--- config.mk ---
export PLATFORM = sky130hd
export DESIGN_NAME = mem_store_buffer_stage_flat
export DESIGN_NICKNAME = d
export VERILOG_FILES = /design/src/rtl/mem_pkg.sv /design/src/rtl/mem_store_buffer_stage_if.sv /design/src/rtl/sb_fifo.sv /design/src/rtl/mem_store_buffer_stage.sv /design/src/flat_wrapper.sv
export SDC_FILE = /design/constraint.sdc
export NUM_CORES = 1
export LEC_CHECK = 0
export CAP_MARGIN = 40
export CORE_MARGIN = 2
export CORE_UTILIZATION = 62
export CTS_CLUSTER_SIZE = 30
export DETAILED_ROUTE_END_ITERATION = 12
export GPL_ROUTABILITY_DRIVEN = 0
export PLACE_DENSITY_LB_ADDON = 0.2
export SLEW_MARGIN = 20
export SYNTH_ARGS = -nofsm -noshare
export SYNTH_HDL_FRONTEND = slang
export SYNTH_SLANG_ARGS = --single-unit
export TNS_END_PERCENT = 100
--- constraint.sdc ---
create_clock -name clk -period 29.6 [get_ports clk]
set_input_delay 8.88 -clock clk [delete_from_list [all_inputs] [get_ports clk]]
set_output_delay 8.88 -clock clk [all_outputs]
set_load 0.05 [all_outputs]
--- src/rtl/mem_pkg.sv ---
// Shared types and constants for the MEM stage store buffer.
// Byte coverage is computed with 16-bit modulo arithmetic, so A+1 wraps from 0xFFFF to 0x0000.
package mem_pkg;

    localparam int WORD_BYTES   = 2;
    localparam int LOW_BYTE_OFS = 1;

    typedef struct packed {
        logic [15:0] addr;
        logic [15:0] data;
        logic        is_byte;
    } sb_entry_t;

    // A word entry covers {a, a+1}; a byte entry covers only a+1.
    function automatic logic entry_covers(input sb_entry_t e, input logic [15:0] b);
        logic [15:0] ofs;
        ofs = b - e.addr;
        if (e.is_byte) return ofs == 16'(LOW_BYTE_OFS);
        return ofs < 16'(WORD_BYTES);
    endfunction

endpackage

--- src/rtl/mem_store_buffer_stage_if.sv ---
// EX/MEM inputs, data-memory port and MEM/WB outputs of the store-buffer stage.
// The slave modport is the stage itself; master is the surrounding pipeline plus memory.
interface mem_store_buffer_stage_if #(parameter int RW = 4);

    logic          ex_valid;
    logic          ex_memRead;
    logic          ex_memWrite;
    logic          ex_storeByte;
    logic [15:0]   ex_addr;
    logic [15:0]   ex_wdata;
    logic          ex_regWrite;
    logic [RW-1:0] ex_rd;
    logic          stall_out;

    logic [15:0]   dm_Address;
    logic [15:0]   dm_WriteData;
    logic [7:0]    dm_WriteByte;
    logic          dm_memWrite;
    logic          dm_StoreOffset;
    logic [15:0]   dm_ReadData;

    logic          wb_valid;
    logic          wb_regWrite;
    logic [RW-1:0] wb_rd;
    logic [15:0]   wb_data;
    logic          buf_empty;

    modport slave (
        input  ex_valid, ex_memRead, ex_memWrite, ex_storeByte, ex_addr, ex_wdata,
               ex_regWrite, ex_rd, dm_ReadData,
        output stall_out, dm_Address, dm_WriteData, dm_WriteByte, dm_memWrite,
               dm_StoreOffset, wb_valid, wb_regWrite, wb_rd, wb_data, buf_empty
    );

    modport master (
        output ex_valid, ex_memRead, ex_memWrite, ex_storeByte, ex_addr, ex_wdata,
               ex_regWrite, ex_rd, dm_ReadData,
        input  stall_out, dm_Address, dm_WriteData, dm_WriteByte, dm_memWrite,
               dm_StoreOffset, wb_valid, wb_regWrite, wb_rd, wb_data, buf_empty
    );

endinterface

--- src/rtl/sb_fifo.sv ---
// In-order circular store buffer. Besides the head, every slot is exposed in age order
// (index 0 = oldest) so the load-forwarding logic can search all pending stores in parallel.
module sb_fifo
    import mem_pkg::*;
#(
    parameter int DEPTH = 2
) (
    input  logic                         clk,
    input  logic                         rst,
    input  logic                         push,
    input  logic                         pop,
    input  sb_entry_t                    push_entry,
    output sb_entry_t                    head,
    output sb_entry_t                    age_entries [DEPTH],
    output logic [DEPTH-1:0]             age_valid,
    output logic [$clog2(DEPTH+1)-1:0]   count
);

    localparam int PW = (DEPTH > 1) ? $clog2(DEPTH) : 1;

    logic [PW-1:0] rd_ptr;
    logic [PW-1:0] wr_ptr;
    sb_entry_t     slots [DEPTH];

    function automatic logic [PW-1:0] ptr_next(input logic [PW-1:0] p);
        return (p == PW'(DEPTH - 1)) ? '0 : p + 1'b1;
    endfunction

    function automatic logic [PW-1:0] age_index(input logic [PW-1:0] base, input int ofs);
        int k;
        k = int'(base) + ofs;
        if (k >= DEPTH) k = k - DEPTH;
        return PW'(k);
    endfunction

    always_ff @(posedge clk) begin
        if (!rst) begin
            rd_ptr <= '0;
            wr_ptr <= '0;
            count  <= '0;
        end else begin
            if (push) wr_ptr <= ptr_next(wr_ptr);
            if (pop)  rd_ptr <= ptr_next(rd_ptr);
            case ({push, pop})
                2'b10:   count <= count + 1'b1;
                2'b01:   count <= count - 1'b1;
                default: count <= count;
            endcase
        end
    end

    // NOTE: slot storage is deliberately not reset; count/pointers alone decide validity,
    // which keeps the array a plain register file without a reset network.
    always_ff @(posedge clk) begin
        if (push) slots[wr_ptr] <= push_entry;
    end

    assign head = slots[rd_ptr];

    always_comb begin
        for (int i = 0; i < DEPTH; i++) begin
            age_entries[i] = slots[age_index(rd_ptr, i)];
            age_valid[i]   = (i < int'(count));
        end
    end

endmodule

--- src/rtl/mem_store_buffer_stage.sv ---
// MEM stage: stores are buffered and drained when the memory port is free; loads read memory
// combinationally, forward from buffered stores, or stall on a partial overlap.
module mem_store_buffer_stage
    import mem_pkg::*;
#(
    parameter int DEPTH = 2,
    parameter int RW    = 4
) (
    input  logic                    clk,
    input  logic                    rst,
    mem_store_buffer_stage_if.slave bus
);

    localparam int CW = $clog2(DEPTH + 1);

    logic            is_load;
    logic            is_store;
    logic            load_ok;
    logic            drain;
    logic            stall;
    logic [15:0]     addr_lo;
    sb_entry_t       push_entry;
    sb_entry_t       head;
    sb_entry_t       young;
    sb_entry_t       age_e [DEPTH];
    logic [DEPTH-1:0] age_v;
    logic [CW-1:0]   count;
    logic            overlap;
    logic            hit_hi;
    logic            fwd_word;
    logic            fwd_byte;
    logic [15:0]     load_data;

    logic            wb_valid_q;
    logic            wb_regw_q;
    logic [RW-1:0]   wb_rd_q;
    logic [15:0]     wb_data_q;

    assign is_load    = bus.ex_valid & bus.ex_memRead & ~bus.ex_memWrite;
    assign is_store   = bus.ex_valid & bus.ex_memWrite;
    assign addr_lo    = bus.ex_addr + 16'(LOW_BYTE_OFS);
    assign push_entry = '{addr: bus.ex_addr, data: bus.ex_wdata, is_byte: bus.ex_storeByte};

    sb_fifo #(.DEPTH(DEPTH)) u_fifo (
        .clk        (clk),
        .rst        (rst),
        .push       (is_store),
        .pop        (drain),
        .push_entry (push_entry),
        .head       (head),
        .age_entries(age_e),
        .age_valid  (age_v),
        .count      (count)
    );

    // Walk oldest to youngest so the last overlapping entry seen is the youngest one.
    always_comb begin
        overlap = 1'b0;
        hit_hi  = 1'b0;
        young   = '0;
        for (int i = 0; i < DEPTH; i++) begin
            if (age_v[i] && entry_covers(age_e[i], bus.ex_addr)) hit_hi = 1'b1;
            if (age_v[i] && (entry_covers(age_e[i], bus.ex_addr) ||
                             entry_covers(age_e[i], addr_lo))) begin
                overlap = 1'b1;
                young   = age_e[i];
            end
        end
    end

    // A byte entry at A supplies only the low byte, so it may forward only if nothing
    // pending touches the high byte.
    assign fwd_word = overlap & ~young.is_byte & (young.addr == bus.ex_addr);
    assign fwd_byte = overlap &  young.is_byte & (young.addr == bus.ex_addr) & ~hit_hi;
    assign stall    = is_load & overlap & ~(fwd_word | fwd_byte);
    assign load_ok  = is_load & ~stall;
    assign drain    = ~load_ok & (count != '0);

    always_comb begin
        load_data = bus.dm_ReadData;
        if (fwd_word)      load_data = young.data;
        else if (fwd_byte) load_data = {bus.dm_ReadData[15:8], young.data[7:0]};
    end

    // The write strobe is masked during reset: entries being discarded must never reach memory.
    always_comb begin
        bus.dm_Address     = bus.ex_addr;
        bus.dm_memWrite    = 1'b0;
        bus.dm_WriteData   = '0;
        bus.dm_WriteByte   = '0;
        bus.dm_StoreOffset = 1'b0;
        if (drain) begin
            bus.dm_Address     = head.addr;
            bus.dm_memWrite    = rst;
            bus.dm_WriteData   = head.data;
            bus.dm_WriteByte   = head.data[7:0];
            bus.dm_StoreOffset = head.is_byte;
        end
    end

    always_ff @(posedge clk) begin
        if (!rst) begin
            wb_valid_q <= 1'b0;
            wb_regw_q  <= 1'b0;
            wb_rd_q    <= '0;
            wb_data_q  <= '0;
        end else begin
            wb_valid_q <= bus.ex_valid & ~stall;
            wb_regw_q  <= bus.ex_valid & ~stall & ~is_store & bus.ex_regWrite;
            if (bus.ex_valid && !stall) begin
                wb_rd_q   <= bus.ex_rd;
                wb_data_q <= is_load ? load_data : bus.ex_addr;
            end
        end
    end

    assign bus.wb_valid    = wb_valid_q;
    assign bus.wb_regWrite = wb_regw_q;
    assign bus.wb_rd       = wb_rd_q;
    assign bus.wb_data     = wb_data_q;
    assign bus.stall_out   = stall;
    assign bus.buf_empty   = (count == '0);

endmodule

--- src/flat_wrapper.sv ---
// flat-port wrapper written by rule: the top's interface ports become plain ports
module mem_store_buffer_stage_flat import mem_pkg::*;
#(
    parameter int DEPTH = 2,
    parameter int RW    = 4
)
  (clk, rst, bus_ex_valid, bus_ex_memRead, bus_ex_memWrite, bus_ex_storeByte, bus_ex_addr, bus_ex_wdata, bus_ex_regWrite, bus_ex_rd, bus_dm_ReadData, bus_stall_out, bus_dm_Address, bus_dm_WriteData, bus_dm_WriteByte, bus_dm_memWrite, bus_dm_StoreOffset, bus_wb_valid, bus_wb_regWrite, bus_wb_rd, bus_wb_data, bus_buf_empty);
  mem_store_buffer_stage_if #(.RW(RW)) bus_i ();
  input  logic clk;
  input  logic rst;
  input wire logic [$bits(bus_i.ex_valid)-1:0] bus_ex_valid;
  input wire logic [$bits(bus_i.ex_memRead)-1:0] bus_ex_memRead;
  input wire logic [$bits(bus_i.ex_memWrite)-1:0] bus_ex_memWrite;
  input wire logic [$bits(bus_i.ex_storeByte)-1:0] bus_ex_storeByte;
  input wire logic [$bits(bus_i.ex_addr)-1:0] bus_ex_addr;
  input wire logic [$bits(bus_i.ex_wdata)-1:0] bus_ex_wdata;
  input wire logic [$bits(bus_i.ex_regWrite)-1:0] bus_ex_regWrite;
  input wire logic [$bits(bus_i.ex_rd)-1:0] bus_ex_rd;
  input wire logic [$bits(bus_i.dm_ReadData)-1:0] bus_dm_ReadData;
  output wire logic [$bits(bus_i.stall_out)-1:0] bus_stall_out;
  output wire logic [$bits(bus_i.dm_Address)-1:0] bus_dm_Address;
  output wire logic [$bits(bus_i.dm_WriteData)-1:0] bus_dm_WriteData;
  output wire logic [$bits(bus_i.dm_WriteByte)-1:0] bus_dm_WriteByte;
  output wire logic [$bits(bus_i.dm_memWrite)-1:0] bus_dm_memWrite;
  output wire logic [$bits(bus_i.dm_StoreOffset)-1:0] bus_dm_StoreOffset;
  output wire logic [$bits(bus_i.wb_valid)-1:0] bus_wb_valid;
  output wire logic [$bits(bus_i.wb_regWrite)-1:0] bus_wb_regWrite;
  output wire logic [$bits(bus_i.wb_rd)-1:0] bus_wb_rd;
  output wire logic [$bits(bus_i.wb_data)-1:0] bus_wb_data;
  output wire logic [$bits(bus_i.buf_empty)-1:0] bus_buf_empty;
  assign bus_i.ex_valid = bus_ex_valid;
  assign bus_i.ex_memRead = bus_ex_memRead;
  assign bus_i.ex_memWrite = bus_ex_memWrite;
  assign bus_i.ex_storeByte = bus_ex_storeByte;
  assign bus_i.ex_addr = bus_ex_addr;
  assign bus_i.ex_wdata = bus_ex_wdata;
  assign bus_i.ex_regWrite = bus_ex_regWrite;
  assign bus_i.ex_rd = bus_ex_rd;
  assign bus_i.dm_ReadData = bus_dm_ReadData;
  assign bus_stall_out = bus_i.stall_out;
  assign bus_dm_Address = bus_i.dm_Address;
  assign bus_dm_WriteData = bus_i.dm_WriteData;
  assign bus_dm_WriteByte = bus_i.dm_WriteByte;
  assign bus_dm_memWrite = bus_i.dm_memWrite;
  assign bus_dm_StoreOffset = bus_i.dm_StoreOffset;
  assign bus_wb_valid = bus_i.wb_valid;
  assign bus_wb_regWrite = bus_i.wb_regWrite;
  assign bus_wb_rd = bus_i.wb_rd;
  assign bus_wb_data = bus_i.wb_data;
  assign bus_buf_empty = bus_i.buf_empty;
  mem_store_buffer_stage #(.DEPTH(DEPTH), .RW(RW)) u_core (.clk(clk), .rst(rst), .bus(bus_i));
endmodule
# ---- Yosys cells after proc, flatten, opt, wreduce, memory -nomap -nowiden
# Memory sizes are Yosys's and may differ from the RTL's. A register that Yosys moved wholly into a read port is not among the register bits.
# Cells that the tools add are included.
dict set report totals {
  mem_count 1
  wordCells 102
  ramBits 66
  regBits 26
}
# memory words word_bits read_ports rd_clocked_by_memory_dff wr line
set memory_table {}
lappend memory_table {u_core.u_fifo.slots 2 33 3 1 1 sb_fifo.sv:23} ;# sb_entry_t slots [DEPTH];
dict set report op_classes {
  magnitude_cmp 8
  mux 33
  add_sub_neg 12
  bitwise 23
  reduce_logical 11
  eq_ne 7
}
# operator count
set op_table {}
lappend op_table {{33-bit 2-to-1 mux} 2}
lappend op_table {{16-bit by 1-bit equality test with 1-bit output, second input constant} 4}
lappend op_table {{16-bit by 2-bit < comparator with 1-bit output, second input constant} 4}
lappend op_table {{16-bit 2-to-1 mux} 4}
lappend op_table {{16-bit subtractor} 4}
lappend op_table {{1-bit 2-to-1 mux} 24}
lappend op_table {{16-bit by 1-bit adder with 16-bit output, second input constant} 1}
lappend op_table {{16-bit equality test} 1}
lappend op_table {{8-bit 2-to-1 mux} 2}
lappend op_table {{1-bit bitwise AND} 15}
lappend op_table {{1-bit NOT} 7}
lappend op_table {{1-bit logical AND} 5}
lappend op_table {{1-bit by 2-bit < comparator with 1-bit output, first input constant} 2}
lappend op_table {{2-bit case mux with 2 select lines} 1}
lappend op_table {{2-bit nonzero test} 2}
lappend op_table {{1-bit adder, second input constant} 2}
lappend op_table {{1-bit by 1-bit adder with 2-bit output, second input constant} 1}
lappend op_table {{2-bit by 1-bit adder with 2-bit output, second input constant} 1}
lappend op_table {{2-bit by 1-bit equality test with 1-bit output, second input constant} 1}
lappend op_table {{2-bit equality test, second input constant} 1}
lappend op_table {{1-bit by 2-bit greater-or-equal comparator with 1-bit output, second input constant} 1}
lappend op_table {{2-bit greater-or-equal comparator, second input constant} 1}
lappend op_table {{2-bit logical NOT} 1}
lappend op_table {{1-bit logical OR} 2}
lappend op_table {{other kinds (4)} 5}

# ---- Logic depth before layout (Yosys ltp)
# An unclocked memory read counts as a cell.
dict set report depth {
  ltp_word 23
  ltp_mapped 29
  ltp_nobuf 25
}

# ---- Cells and area by module
# Synthesis repeated with hierarchy kept, for this count alone.
dict set report hier_totals {
  cells_unflattened 1107
  hier_area_um2 9993.3
}
# module n_inst area_per_inst_um2 seq_area_each_um2 cells_each
set by_module_without_submodules {}
lappend by_module_without_submodules {mem_store_buffer_stage 1 6408.6 440.4 909}
lappend by_module_without_submodules {sb_fifo 1 3584.7 2082.0 198}

# ---- Worst setup path after synthesis
# OpenSTA, ideal clock, no wires.
dict set report synth_timing {
  path_kind {in2out}
  start {input port bus_ex_addr[7]}
  end {output port bus_dm_WriteData[0]}
  arrival_ns 14.167
  slack_ns 6.553
  required_ns 20.720
  path_buffers 4
  path_stages 24
  path_cell_list {buf_1 > and4_1 > nand4_1 > xnor2_1 > inv_1 > ha_1 > a21oi_1 > o22ai_1 > nor3_1 > o21ai_0 > or4_1 > nor4_1 > and4_1 > a41o_1 > nand2_1 > xor2_1 > and4_1 > nor3_2 > o21ai_2 > a21o_1 > buf_6 > buf_2 > nor2_1 > buf_4}
}
dict set report synth_via {
  elab_chain_len 20
  elab_cells_between_ends 50
}
# element line
set synth_lines {}
lappend synth_lines {{start, declared} flat_wrapper.sv:15} ;# input wire logic [$bits(bus_i.ex_addr)-1:0] bus_ex_addr;
lappend synth_lines {{parallel branches: the longest is 14 deep, another holds 16-bit by 1-bit adder with 16-bit output} -}
lappend synth_lines {{1-bit bitwise AND *} mem_store_buffer_stage.sv:75} ;# assign stall = is_load & overlap & ~(fwd_word | fwd_byte);
lappend synth_lines {{1-bit NOT *} mem_store_buffer_stage.sv:76} ;# assign load_ok = is_load & ~stall;
lappend synth_lines {{1-bit bitwise AND *} mem_store_buffer_stage.sv:76}
lappend synth_lines {{1-bit NOT *} mem_store_buffer_stage.sv:77} ;# assign drain = ~load_ok & (count != '0);
lappend synth_lines {{1-bit bitwise AND *} mem_store_buffer_stage.sv:77}
lappend synth_lines {{16-bit 2-to-1 mux *} mem_store_buffer_stage.sv:92} ;# if (drain) begin
lappend synth_lines {{end, declared} flat_wrapper.sv:22} ;# output wire logic [$bits(bus_i.dm_WriteData)-1:0] bus_dm_WriteData;
# Mark *: on every way between the ends. The select of a mux whose other input is x is not followed.

# ---- Final worst setup path
dict set report layout_timing {
  start {input port bus_ex_addr[5]}
  end {output port bus_dm_Address[15]}
}
dict set report layout_via {
  elab_chain_len 20
  elab_cells_between_ends 50
}
# element line
set layout_lines {}
lappend layout_lines {{parallel branches: the longest is 14 deep, another holds 16-bit by 1-bit adder with 16-bit output} -}
lappend layout_lines {{1-bit bitwise AND *} mem_store_buffer_stage.sv:75}
lappend layout_lines {{1-bit NOT *} mem_store_buffer_stage.sv:76}
lappend layout_lines {{1-bit bitwise AND *} mem_store_buffer_stage.sv:76}
lappend layout_lines {{1-bit NOT *} mem_store_buffer_stage.sv:77}
lappend layout_lines {{1-bit bitwise AND *} mem_store_buffer_stage.sv:77}
lappend layout_lines {{16-bit 2-to-1 mux *} mem_store_buffer_stage.sv:92}
lappend layout_lines {{end, declared} flat_wrapper.sv:21} ;# output wire logic [$bits(bus_i.dm_Address)-1:0] bus_dm_Address;
# Marks and branches as above.

==> run metrics <==
Critical Path End Type=primary output; top post-synthesis cells by area=edfxtp_1 (20%), mux2i_1 (7.4%), ha_1 (7.3%); Routed Antenna Nets=0; WHS Endpoint=u_core.bus.wb_rd[0]$_SDFFE_PN0P_; # rows=46; Hold Crit Class=reg -> reg; Final #Nets=1336; initial antenna violation count=0; Root Buffer=clkbuf_16; post-synthesis register bit count=93; RSZ-0062 raised after global routing=no; crit-path max FO=19; max_cap viols=0; setup TNS=0 ps; Worst Reg-to-Reg Cells=24; FF/Latch Area=2520 sq um; Crit Path Category=in -> out; worst skew pair latency=370 ps; status=completed; total power=0.752 mW; multi-input logic area=6840 sq um; fraction of layout cells with a size suffix above 1=0.0819; clk buf depth=2; Startpoint Class=input pin; # setup viols final=0; Peak Freq=39.7 MHz; Top FF cell, synth=edfxtp_1; H-tree lvl count=3; Worst Max-Slew Pin Slew=894 ps; Post-Synthesis Cells=1109; LEAKAGE=4.37 nW; grt ovf=0; share of the synthesized area in the top cell type=0.202; Req. time, crit path=20720 ps; Clock Skews=13.0 ps; Post-Syn Nets=1229; Post-CTS Setup Inserts=0; initial core utilization=0.626; die area=16900 sq um; reg-to-reg endpoint=u_core.u_fifo.count[1]$_SDFFE_PN0P_; WHS Path Cells=2; first-pass GRT wire length=47100 microns; Power Dens Cells=64.8 nW/um^2; quantity of gates resized following cts=0; Reg clk slew, reported paths=70 ps; Global Route Usage Sum=0.364; # hold bufs at CTS=0; I/O Buffers=124; async set-or-reset flop fraction in the synthesized netlist=0; via count=9641; max_slew headroom=0.387; Clk pwr share=0.167; Avg WL per Cell=21.6 microns; chip height=130 microns; largest net degree at the start of global routing=34; ant diodes=0; Slew Limit Fails=0; final wirelength=31000 microns; hpwl dp=23400 microns; Hold Startpoint=u_core.bus.wb_rd[0]$_SDFFE_PN0P_; switching power=0.365 mW; most frequent cells in the layout=clkdlybuf4s50_1 (124), nand2_1 (91), nor2_1 (91); number of CTS-inserted buffers=9; fillcell total=1238; Worst Path Arrival=16290 ps; combinational power share=0.626; fin crit share=0.850; core region area=15700 sq um; Initial DRC Count=1050; R2R setup slack=22070 ps; register area share after synthesis=0.257; internal power=0.387 mW; Ports=125; Syn Std Cell Area=9830 sq um; Clock Sinks=93; switching share of power=0.485; number of flops mapped to enable cells by yosys=66; Area growth syn-to-layout=18.0%; vias in the first global route=8770; Post-Syn Area per Cell=8.86 sq um; CTS tree=done; final hold vios=0; sequential share of power=0.207; vias per cell=6.71; most common cell after layout, fill and taps aside=clkdlybuf4s50_1; post-synth cell types=101; router iterations before antenna repair=6; DRC=0; DIE WIDTH=130 microns; Yosys warnings=0; area leader, netlist=edfxtp_1; Max VDD drop=47.3 uV; final worst path period need=25170 ps
## routing by layer
metal	wire length [microns]	track usage	share of wire	up-vias
met4	1540	0.168	0.049	0
li1	-	-	-	4411
met5	0	0	0	-
met1	12400	0.486	0.40	4483
met3	3300	0.0722	0.11	133
met2	13800	0.571	0.44	614
## cell families (layout without fill, tap and decap cells)
family,Yosys count,in the layout,synth area share
and+or+nand+nor,396,396,0.215
xor gates and xnor gates,87,87,0.0882
buffers and inverters,99,211,0.0489
DFF,93,93,0.257
muxes,94,94,0.0994
AOI/OAI and AO/OA,274,274,0.206
adders and majority gates,66,66,0.0859
## critical path, stage by stage
cell and delay, ps:
clkdlybuf4s50_1 1070, nand3_1 430, nor4_2 480, xnor2_1 210, ha_1 310, a21oi_1 170
o22ai_1 100, nor3_1 160, o21ai_0 110, or4_1 520, nor4_1 340, and4_1 240
a41o_1 500, nand2_1 130, xor2_1 160, and4_1 240, nor3_2 340, o21ai_2 130
a21o_1 190, buf_4 210, inv_6 230, mux2i_1 270, clkdlybuf4s50_1 830
## flip-flops by register name, indices dropped and copies added, names as in the netlist, named ones only
signal                  count
u_core.bus.wb_valid         1
u_core.u_fifo.wr_ptr        1
u_core.u_fifo.rd_ptr        1
u_core.bus.wb_regWrite      1
u_core.u_fifo.count         2
u_core.bus.wb_data         16
u_core.u_fifo.slots        66
u_core.bus.wb_rd            4
## how the worst max path moves through the flow
stage | end | slack [ps] | startpoint
2_1_floorplan | bus_dm_WriteData[0] | 6550 | bus_ex_addr[7]
3_3_place_gp | bus_dm_Address[15] | 4640 | bus_ex_addr[1]
3_5_place_dp | bus_dm_Address[15] | 4530 | bus_ex_addr[1]
4_1_cts | bus_dm_Address[15] | 4480 | bus_ex_addr[1]
5_1_grt | bus_dm_Address[15] | 4040 | bus_ex_addr[5]
6_report | bus_dm_Address[15] | 4430 | bus_ex_addr[5]
## final cells by class
| type | count | area share |
|---|---|---|
| clock buffers | 10 | 0.0216 |
| flip-flops and latches | 93 | 0.218 |
| multi-input cells | 917 | 0.589 |
| inverters | 47 | 0.0156 |
| clock inverters | 6 | 0.00626 |
| well taps | 216 | 0.0233 |
| repair buffers | 148 | 0.126 |
## power groups by stage
stage | clock network (mW) | registers [mW] | logic [mW]
global placement | 0 | 0.158 | 0.450
finish | 0.126 | 0.155 | 0.471
floorplan | 0 | 0.160 | 0.337
global route | 0.131 | 0.156 | 0.501
detailed placement | 0 | 0.158 | 0.458
CTS | 0.126 | 0.155 | 0.460
## cells in the mapped netlist (8+ instances only)
cell,n
buf_2,8
o21bai_1,12
a21oi_1,46
a22o_1,9
edfxtp_1,66
nor4_1,14
a21o_1,17
mux2_2,13
nand2b_1,14
inv_1,45
buf_4,15
and3_1,15
a211oi_1,12
or3_1,12
mux2i_1,73
a311oi_1,10
o221a_1,8
xnor2_1,58
o21ai_0,42
o21a_1,9
nor2_1,92
and2_1,11
nand4_1,15
xor2_1,21
nand3_1,34
ha_1,57
nor2b_1,18
dfxtp_1,27
nand2_1,91
nand4b_1,12
nor3_1,18
a22oi_1,11
o211ai_1,15
o2111ai_1,9
a31oi_1,9
clkbuf_1,20
## metrics by stage
step | hold WS (ps) | instance area (sq um) | worst slack, ps | utilization | instances
after floorplan | 473 | 9830 | 6550 | - | 1109
after global placement | 443 | 11200 | 4640 | 0.711 | 1413
after detailed placement | 451 | 11200 | 4530 | 0.714 | 1416
after CTS | 461 | 11500 | 4480 | 0.734 | 1432
after global routing | 481 | 11600 | 4040 | 0.738 | 1437
final | 458 | 11600 | 4430 | 0.738 | 1437
(Power assumes the default switching activity.)
==> RTL edit: new RTL, config.mk and constraints unchanged <==
Reset style: asynchronous (`rst`), changed in 2 clocked blocks.
--- a/src/rtl/sb_fifo.sv
+++ b/src/rtl/sb_fifo.sv
@@ -35,3 +35,3 @@
 
-    always_ff @(posedge clk) begin
+    always_ff @(posedge clk or negedge rst) begin
         if (!rst) begin
--- a/src/rtl/mem_store_buffer_stage.sv
+++ b/src/rtl/mem_store_buffer_stage.sv
@@ -100,3 +100,3 @@
 
-    always_ff @(posedge clk) begin
+    always_ff @(posedge clk or negedge rst) begin
         if (!rst) begin
Function: differs if rst is asserted again (counterexample within 4 cycles, from zero or initial values and one cycle with rst low); with rst held inactive, the same outputs for 4 cycles.
==> RTL edit against the unedited design <==
- global-route usage decreased by 2.4 points
- synthesized area decreased by 4.0%
- design area decreased by 4.6%
- non-clock buffer count decreased by 9
- power increased by 26%
- count of clock-buffer cells in the layout unchanged
- worst setup slack got worse by 0.68 ns
- die area decreased by 3.9%
- wire length decreased by 10%
- sequential cell count decreased by 1
- critical endpoint is now bus_dm_Address[11]
==> RTL edit: results <==
export IMPL_min_to="u_core.bus.wb_rd[3]$_DFFE_PN0P_"
export IMPL_drtPass1Iterations=7
export IMPL_crit_arrival_ns=16.97
export IMPL_dp_hpwl_mm=20.9
export IMPL_reg2regPathDepth=20
export IMPL_grt_max_degree=45
export IMPL_dr_wl_met2_mm=13.1
export IMPL_met1_usage_pct=45.4
export IMPL_grt_first_pass_wirelength_mm=43.1
export IMPL_grt_total_usage_pct=34.0
export IMPL_cp_startpoint="bus_ex_addr[6]"
export IMPL_min_path_cells=1
export IMPL_wl_met1_mm=11.5
export IMPL_critPathSlowestCell="clkdlybuf4s50_1"
export IMPL_synth_area_top_cells="edfxtp_1, mux2i_1, ha_1"
export IMPL_path_max_fanout=36
export IMPL_avgRoutedWirePerCell_um=22.0
export IMPL_ys_seq_area_share_pct=27.9
export IMPL_ir_drop_uv=53.7
export IMPL_via_per_inst=6.84
export IMPL_status="complete, no violations"
export IMPL_crit_end="bus_dm_Address[11]"
export IMPL_place_ws_ns=3.92
export IMPL_leakagePower_nw=4.25
export IMPL_synth_cell_types=99
export IMPL_cp_top_family="simple AND/OR/NAND/NOR gates"
export IMPL_synth_commonest_cells="mux2i_1, inv_1, edfxtp_1, nor2_1, ha_1"
export IMPL_hold_start="u_core.bus.wb_rd[3]$_DFFE_PN0P_"
export IMPL_n_fill_cell=1108
export IMPL_grt_pass1_vias=7987
export IMPL_async_reset_ff_share_pct=28.3
export IMPL_period_minus_slack_ns=25.85
export IMPL_syn_nets=1093
export IMPL_wl_met3_mm=2.23
export IMPL_slowest_delay_ns=0.90
export IMPL_ff2ff_setup_slack_ns=21.39
export IMPL_drt_iter0_drc=851
==> RTL edit: changes by cell type in the layout (fill, tap and decap cells not counted), sizes merged, moves of 14 or more <==
cell,change
a221oi,+32
dfrtp,+26
dfxtp,-27
inv,+19
nand2,-48
nand3,-14
nor2,-30
o21ai,-20
o221ai,+15
==> RTL edit: power groups by stage <==
| stage | Clock (mW) | Combinational, mW | Sequential, mW |
|---|---|---|---|
| 2_1_floorplan | 0 | 0.483 | 0.176 |
| 3_3_place_gp | 0 | 0.626 | 0.176 |
| 3_5_place_dp | 0 | 0.637 | 0.178 |
| 4_1_cts | 0.119 | 0.643 | 0.175 |
| 5_1_grt | 0.124 | 0.695 | 0.177 |
| 6_report | 0.118 | 0.653 | 0.176 |
==> RTL edit: area by class of cell <==
cell class                      instances  area [µm²]  area share, %
Inverter                               68         255           2.31
Clock buffer                           10         229           2.07
Multi-Input combinational cell        761        6260           56.6
Timing Repair Buffer                  139        1390           12.5
Tap cell                              188         235           2.12
Clock inverter                          6        70.1          0.633
Sequential cell                        92        2640           23.8
==> RTL edit: logic make-up (layout without fill, tap and decap cells) <==
logic type	Yosys count	count (layout)	share of synthesized area (%)
AO/OA/AOI/OAI	274	274	23.3
XOR/XNOR	71	71	8.27
adder cells (fa/ha/maj)	64	64	8.72
buffers and inverters	120	223	5.94
flip-flops	92	92	27.9
multiplexers	94	94	10.5
AND/OR/NAND/NOR	258	258	15.4
==> RTL edit: metrics by stage <==
step	power (mW)	utilization [%]	instance area (µm²)	std cells	hold slack (ns)
after detailed placement	0.815	71.7	10800	1248	0.494
after global routing	0.996	73.7	11100	1264	0.523
after CTS	0.937	73.7	11100	1264	0.511
after floorplan	0.659	-	9440	973	0.461
final	0.947	73.7	11100	1264	0.497
after global placement	0.803	71.3	10700	1244	0.470
